<file path="config.mk">
export PLATFORM = sky130hd
export DESIGN_NAME = regfile_scoreboard
export DESIGN_NICKNAME = d
export VERILOG_FILES = /design/src/rtl/regfile_scoreboard.sv
export SDC_FILE = /design/constraint.sdc
export NUM_CORES = 2
export LEC_CHECK = 0
export CORE_UTILIZATION = 45
export DETAILED_ROUTE_END_ITERATION = 10
export PLACE_DENSITY = 0.71
export REMOVE_ABC_BUFFERS = 1
export SLEW_MARGIN = 20
export SYNTH_ARGS = -nofsm -noshare
export SYNTH_HDL_FRONTEND = slang
export SYNTH_SLANG_ARGS = --single-unit
</file>
<file path="constraint.sdc">
create_clock -name i_clk -period 38 [get_ports i_clk]
set_clock_uncertainty 0.2 [all_clocks]
set_input_delay 5.7 -clock i_clk [delete_from_list [all_inputs] [get_ports i_clk]]
set_output_delay 5.7 -clock i_clk [all_outputs]
set_load 0.02 [all_outputs]
</file>
<file path="src/rtl/regfile_scoreboard.sv">
// -----------------------------------------------------------------------------
// regfile_scoreboard
//
// Register bank with 2^ADDR_W x DATA_W entries, two combinational read ports,
// a pipeline writeback port and an MDU writeback port. Same-cycle writes are
// forwarded to the read ports. A per-register busy scoreboard tracks
// destinations of in-flight MDU operations so decode can stall on them. A
// sticky error flag records scoreboard protocol violations.
//
// Parameters
//   DATA_W    register width in bits
//   ADDR_W    register address width (depth = 2^ADDR_W)
//   ZERO_REG  1: register 0 reads as 0, drops writes, is never marked busy
//
// Ports
//   i_clk, i_rst                      clock (rising edge), async active-high reset
//   i_rd_addr1/2                      read addresses
//   o_rd_data1/2                      forwarded read data (combinational)
//   o_rd_busy1/2                      operand still pending from the MDU
//   i_wr_en/i_wr_addr/i_wr_data       pipeline writeback
//   i_mdu_issue/i_mdu_dest            MDU operation issue and its destination
//   i_mdu_wr_en/_addr/_data           MDU writeback
//   o_busy_any                        OR of all stored busy bits
//   o_err                             sticky protocol error
// -----------------------------------------------------------------------------
module regfile_scoreboard #(
    parameter int DATA_W   = 32,
    parameter int ADDR_W   = 5,
    parameter bit ZERO_REG = 1'b1
) (
    input  logic              i_clk,
    input  logic              i_rst,
    input  logic [ADDR_W-1:0] i_rd_addr1,
    input  logic [ADDR_W-1:0] i_rd_addr2,
    output logic [DATA_W-1:0] o_rd_data1,
    output logic [DATA_W-1:0] o_rd_data2,
    output logic              o_rd_busy1,
    output logic              o_rd_busy2,
    input  logic              i_wr_en,
    input  logic [ADDR_W-1:0] i_wr_addr,
    input  logic [DATA_W-1:0] i_wr_data,
    input  logic              i_mdu_issue,
    input  logic [ADDR_W-1:0] i_mdu_dest,
    input  logic              i_mdu_wr_en,
    input  logic [ADDR_W-1:0] i_mdu_wr_addr,
    input  logic [DATA_W-1:0] i_mdu_wr_data,
    output logic              o_busy_any,
    output logic              o_err
);

    localparam int DEPTH = 1 << ADDR_W;
    localparam logic [DEPTH-1:0] ONE_HOT_0 = {{(DEPTH-1){1'b0}}, 1'b1};

    logic [DATA_W-1:0] r_regs [DEPTH];
    logic [DEPTH-1:0]  r_busy;
    logic              r_err;

    // Write qualifiers: register 0 is read-only when ZERO_REG is set.
    logic w_wr_ok;
    logic w_mdu_wr_ok;
    logic w_issue_ok;

    assign w_wr_ok     = i_wr_en     && !(ZERO_REG && (i_wr_addr     == '0));
    assign w_mdu_wr_ok = i_mdu_wr_en && !(ZERO_REG && (i_mdu_wr_addr == '0));
    assign w_issue_ok  = i_mdu_issue && !(ZERO_REG && (i_mdu_dest    == '0));

    // -------------------------------------------------------------------------
    // Register array
    // -------------------------------------------------------------------------
    // NOTE: the array is reset because reads after reset must return 0; this
    // keeps it in flops rather than a RAM macro, which is fine at this depth.
    always_ff @(posedge i_clk or posedge i_rst) begin
        if (i_rst) begin
            for (int i = 0; i < DEPTH; i++) begin
                r_regs[i] <= '0;
            end
        end else begin
            if (w_wr_ok) begin
                r_regs[i_wr_addr] <= i_wr_data;
            end
            // NOTE: with non-blocking assignments the last one scheduled wins,
            // so placing the MDU write second gives it priority on a collision.
            if (w_mdu_wr_ok) begin
                r_regs[i_mdu_wr_addr] <= i_mdu_wr_data;
            end
        end
    end

    // -------------------------------------------------------------------------
    // Busy scoreboard and error flag
    // -------------------------------------------------------------------------
    logic [DEPTH-1:0] w_set_vec;
    logic [DEPTH-1:0] w_clr_vec;
    logic [DEPTH-1:0] w_busy_next;
    logic             w_err_issue;
    logic             w_err_wb;

    assign w_set_vec   = w_issue_ok  ? (ONE_HOT_0 << i_mdu_dest)    : '0;
    assign w_clr_vec   = i_mdu_wr_en ? (ONE_HOT_0 << i_mdu_wr_addr) : '0;
    // Set is applied after clear so a new issue supersedes a same-cycle writeback.
    assign w_busy_next = (r_busy & ~w_clr_vec) | w_set_vec;

    // Re-issue to a register that is still pending, unless its result lands now.
    assign w_err_issue = i_mdu_issue && r_busy[i_mdu_dest]
                         && !(i_mdu_wr_en && (i_mdu_wr_addr == i_mdu_dest));
    // Writeback with no outstanding operation for that register.
    assign w_err_wb    = i_mdu_wr_en && !r_busy[i_mdu_wr_addr];

    always_ff @(posedge i_clk or posedge i_rst) begin
        if (i_rst) begin
            r_busy <= '0;
            r_err  <= 1'b0;
        end else begin
            r_busy <= w_busy_next;
            if (w_err_issue || w_err_wb) begin
                r_err <= 1'b1;
            end
        end
    end

    // -------------------------------------------------------------------------
    // Read ports with forwarding
    // -------------------------------------------------------------------------
    logic [ADDR_W-1:0] w_rd_addr [2];
    logic [DATA_W-1:0] w_rd_data [2];
    logic              w_rd_busy [2];

    assign w_rd_addr[0] = i_rd_addr1;
    assign w_rd_addr[1] = i_rd_addr2;

    // NOTE: every branch target gets a default at the top of the block so no
    // path leaves a value unassigned, which would otherwise infer a latch.
    always_comb begin
        for (int p = 0; p < 2; p++) begin
            w_rd_data[p] = r_regs[w_rd_addr[p]];
            if (ZERO_REG && (w_rd_addr[p] == '0)) begin
                w_rd_data[p] = '0;
            end else if (i_mdu_wr_en && (i_mdu_wr_addr == w_rd_addr[p])) begin
                w_rd_data[p] = i_mdu_wr_data;
            end else if (i_wr_en && (i_wr_addr == w_rd_addr[p])) begin
                w_rd_data[p] = i_wr_data;
            end
            // The result arriving this cycle satisfies the operand immediately.
            w_rd_busy[p] = r_busy[w_rd_addr[p]]
                           && !(i_mdu_wr_en && (i_mdu_wr_addr == w_rd_addr[p]));
        end
    end

    assign o_rd_data1 = w_rd_data[0];
    assign o_rd_data2 = w_rd_data[1];
    assign o_rd_busy1 = w_rd_busy[0];
    assign o_rd_busy2 = w_rd_busy[1];
    assign o_busy_any = |r_busy;
    assign o_err      = r_err;

endmodule
</file>
==> summary.txt <==
status - finished, final reports clean
top-count cell post-synth - dfrtp_1
Slowest-stage cell, CP - nor4_1
# DRC - 0
CP required - 32.10 ns
first-pass GRT wire length - 381 mm
Die Y - 388 um
setup repair after global routing missed its margin - no
crit path DAT - 10.82 ns
DR WL/cell - 31.6 um
largest net degree at the start of global routing - 112
All-Layer GR Usage - 34.2%
Worst R2R Path Depth - 4
antenna viol nets, final - 0
pin slew with the least headroom to its limit - 1.24 ns
max-cap viol count - 0
Final nets - 6364
post-CTS setup buffers - 0
detailed-route via count - 57754
gate count of the mapped netlist - 6657
crit end category - primary output
WP buf/inv - 5
post-layout min period - 16.72 ns
VDD IR max - 39.1 uV
initial core utilization - 45.3%
area grow syn2layout - 9.56%
top_reg_cell synth - dfrtp_1
clk slew on worst S/H paths - 0.06 ns
CP endpoint - o_rd_data2[1]
Mapped Area - 66900 um^2
Max-slew headroom - 17.4%
post-synth top area cell - dfrtp_1
startpoint types - input port
syn_area_per_cell - 10.1 um^2
ratio of cells with drive above 1 in the final layout - 15.7%
clock sinks - 1057
Cell Pwr Density - 52.0 nW/um^2
initial antenna violation count - 10
period utilization - 44.0%
Inst Count DP - 8085
Critical Path Stages - 10
critical path's largest stage delay - 0.95 ns
CTS buffer count - 110
H-tree depth - 3
critical path's top delay family - buffers and inverters
Post-synth EDFFs - 0
R2R Path End - o_err
CP startpoint - i_rd_addr2[1]
worst-path fanout max - 74
number of global-route vias before repair - 56430
maximum clock rate - 59.8 MHz
final setup fails - 0
async set-or-reset flop fraction in the synthesized netlist - 100%
gpl congestion - 0.922
Warnings, synthesis - 0
Core Region - 148000 um^2
Clock Latency Late Sink - 0.76 ns
fin cells - 8295
I/O pin cnt - 162
most used cell, CP - buf_4
initial DRC count - 8719
total grt overflow - 0
setup TNS - 0 ns
final wirelength - 262 mm
Final Hold Fails - 0
synth top area cells - dfrtp_1 (40%), mux4_2 (16%), mux2i_1 (13%)
register area share after synthesis - 39.5%
critical-path cell list - buf_8 -> buf_4 -> buf_4 -> buf_4 -> mux4_2 -> a22o_1 -> a2111oi_1 -> nor4_1 -> a221o_1 -> clkdlybuf4s50_1
Tightest Hold Check Type - flip-flop to flip-flop
Vias/cell - 6.96
Die Span X - 388 um
hold_buf cts - 0
fin. max-slew vios - 0
Post-synth top cells - dfrtp_1 (1057), mux2i_1 (900), nor2_1 (804)
die area - 150000 um^2
launching point of the worst reg2reg path - r_busy[9]
CTS tree - yes
number of synthesized register bits - 1057
Clock Root Buffer - clkbuf_16
# rows - 141
hold depth - 0
LEAKAGE - 0.0295 uW
top cell type's share of synthesized area - 39.5%
drt first pass iters - 7
maximum buffer depth of the clock tree - 3
post-synth cell types - 67
Post-CTS Resized - 0
Buffers on Ports - 161
reg-to-reg slack, setup - 36.17 ns
Detailed Place HPWL - 144 mm
Crit Path Class - input port to primary output
==> through the flow <==
step / utilization [%] / hold slack [ns] / setup slack (ns) / total power [uW] / area, um^2
floorplan: - / 0.165 / 2.35 / 2260 / 63400
global placement: 47.0 / 0.177 / 21.49 / 2560 / 69400
detailed placement: 47.0 / 0.183 / 21.45 / 2620 / 69400
CTS: 49.6 / 0.198 / 21.42 / 3780 / 73200
global route: 49.6 / 0.206 / 21.22 / 3950 / 73300
finish: 49.7 / 0.195 / 21.28 / 3810 / 73300
==> cells in the final DEF (no fill, tap or decap), drive strengths merged, types with 52 or more instances in the layout <==
| cell type | n |
|---|---|
| and3 | 67 |
| dfrtp | 1057 |
| buf | 191 |
| nor2 | 804 |
| a22oi | 60 |
| o21ai | 520 |
| clkbuf | 164 |
| o22ai | 92 |
| mux2 | 65 |
| clkdlybuf4s50 | 154 |
| mux2i | 900 |
| a21oi | 764 |
| mux4 | 484 |
| clkinv | 52 |
| nand2 | 557 |
==> state kept, by name, indices dropped and copies added, names as in the netlist <==
register,cells
o_err,1
r_busy,32
r_regs,1024
==> kinds of logic (layout without fill, tap and decap cells) <==
kind of cell,count (synthesis),in the layout,synth area share (%)
compound gates,1648,1648,14.0
xor+xnor,25,25,0.327
buf+inv,892,597,5.53
flops,1057,1057,39.5
mux,1449,1449,30.9
other cells,0,3,0
simple gates,1586,1586,9.74
==> how the worst min path moves through the flow <==
stage	startpoint	end	slack (ns)
3_5_place_dp	r_regs[1017]	r_regs[1017]	0.18
2_1_floorplan	r_regs[1000]	r_regs[1000]	0.17
3_3_place_gp	r_regs[999]	r_regs[999]	0.18
4_1_cts	r_regs[1017]	r_regs[1017]	0.20
5_1_grt	r_regs[1001]	r_regs[1001]	0.21
6_report	r_regs[1003]	r_regs[1003]	0.19
==> area by class of cell <==
type                    instances  area, um^2
diodes                          3        7.51
clock buffers                 164        3350
clock inverters                40         488
fillers                     13004       74300
inverters                      48         189
multi-input cells            4708       37300
flip-flops and latches       1057       26500
well taps                    1930        2410
repair buffers                345        3070
==> layer usage <==
| layer | track usage [%] | wire length [um] |
|---|---|---|
| met1 | 43.1 | 92300 |
| met2 | 49.6 | 112000 |
| met3 | 11.5 | 37500 |
| met4 | 22.9 | 20400 |
| met5 | 0.159 | 112 |
==> where the power goes <==
| group | total (uW) | switching, uW | internal (uW) |
|---|---|---|---|
| registers | 1660 | 245 | 1410 |
| logic | 984 | 464 | 520 |
| clock network | 1170 | 499 | 675 |
Power figures use the tool's default switching activity.
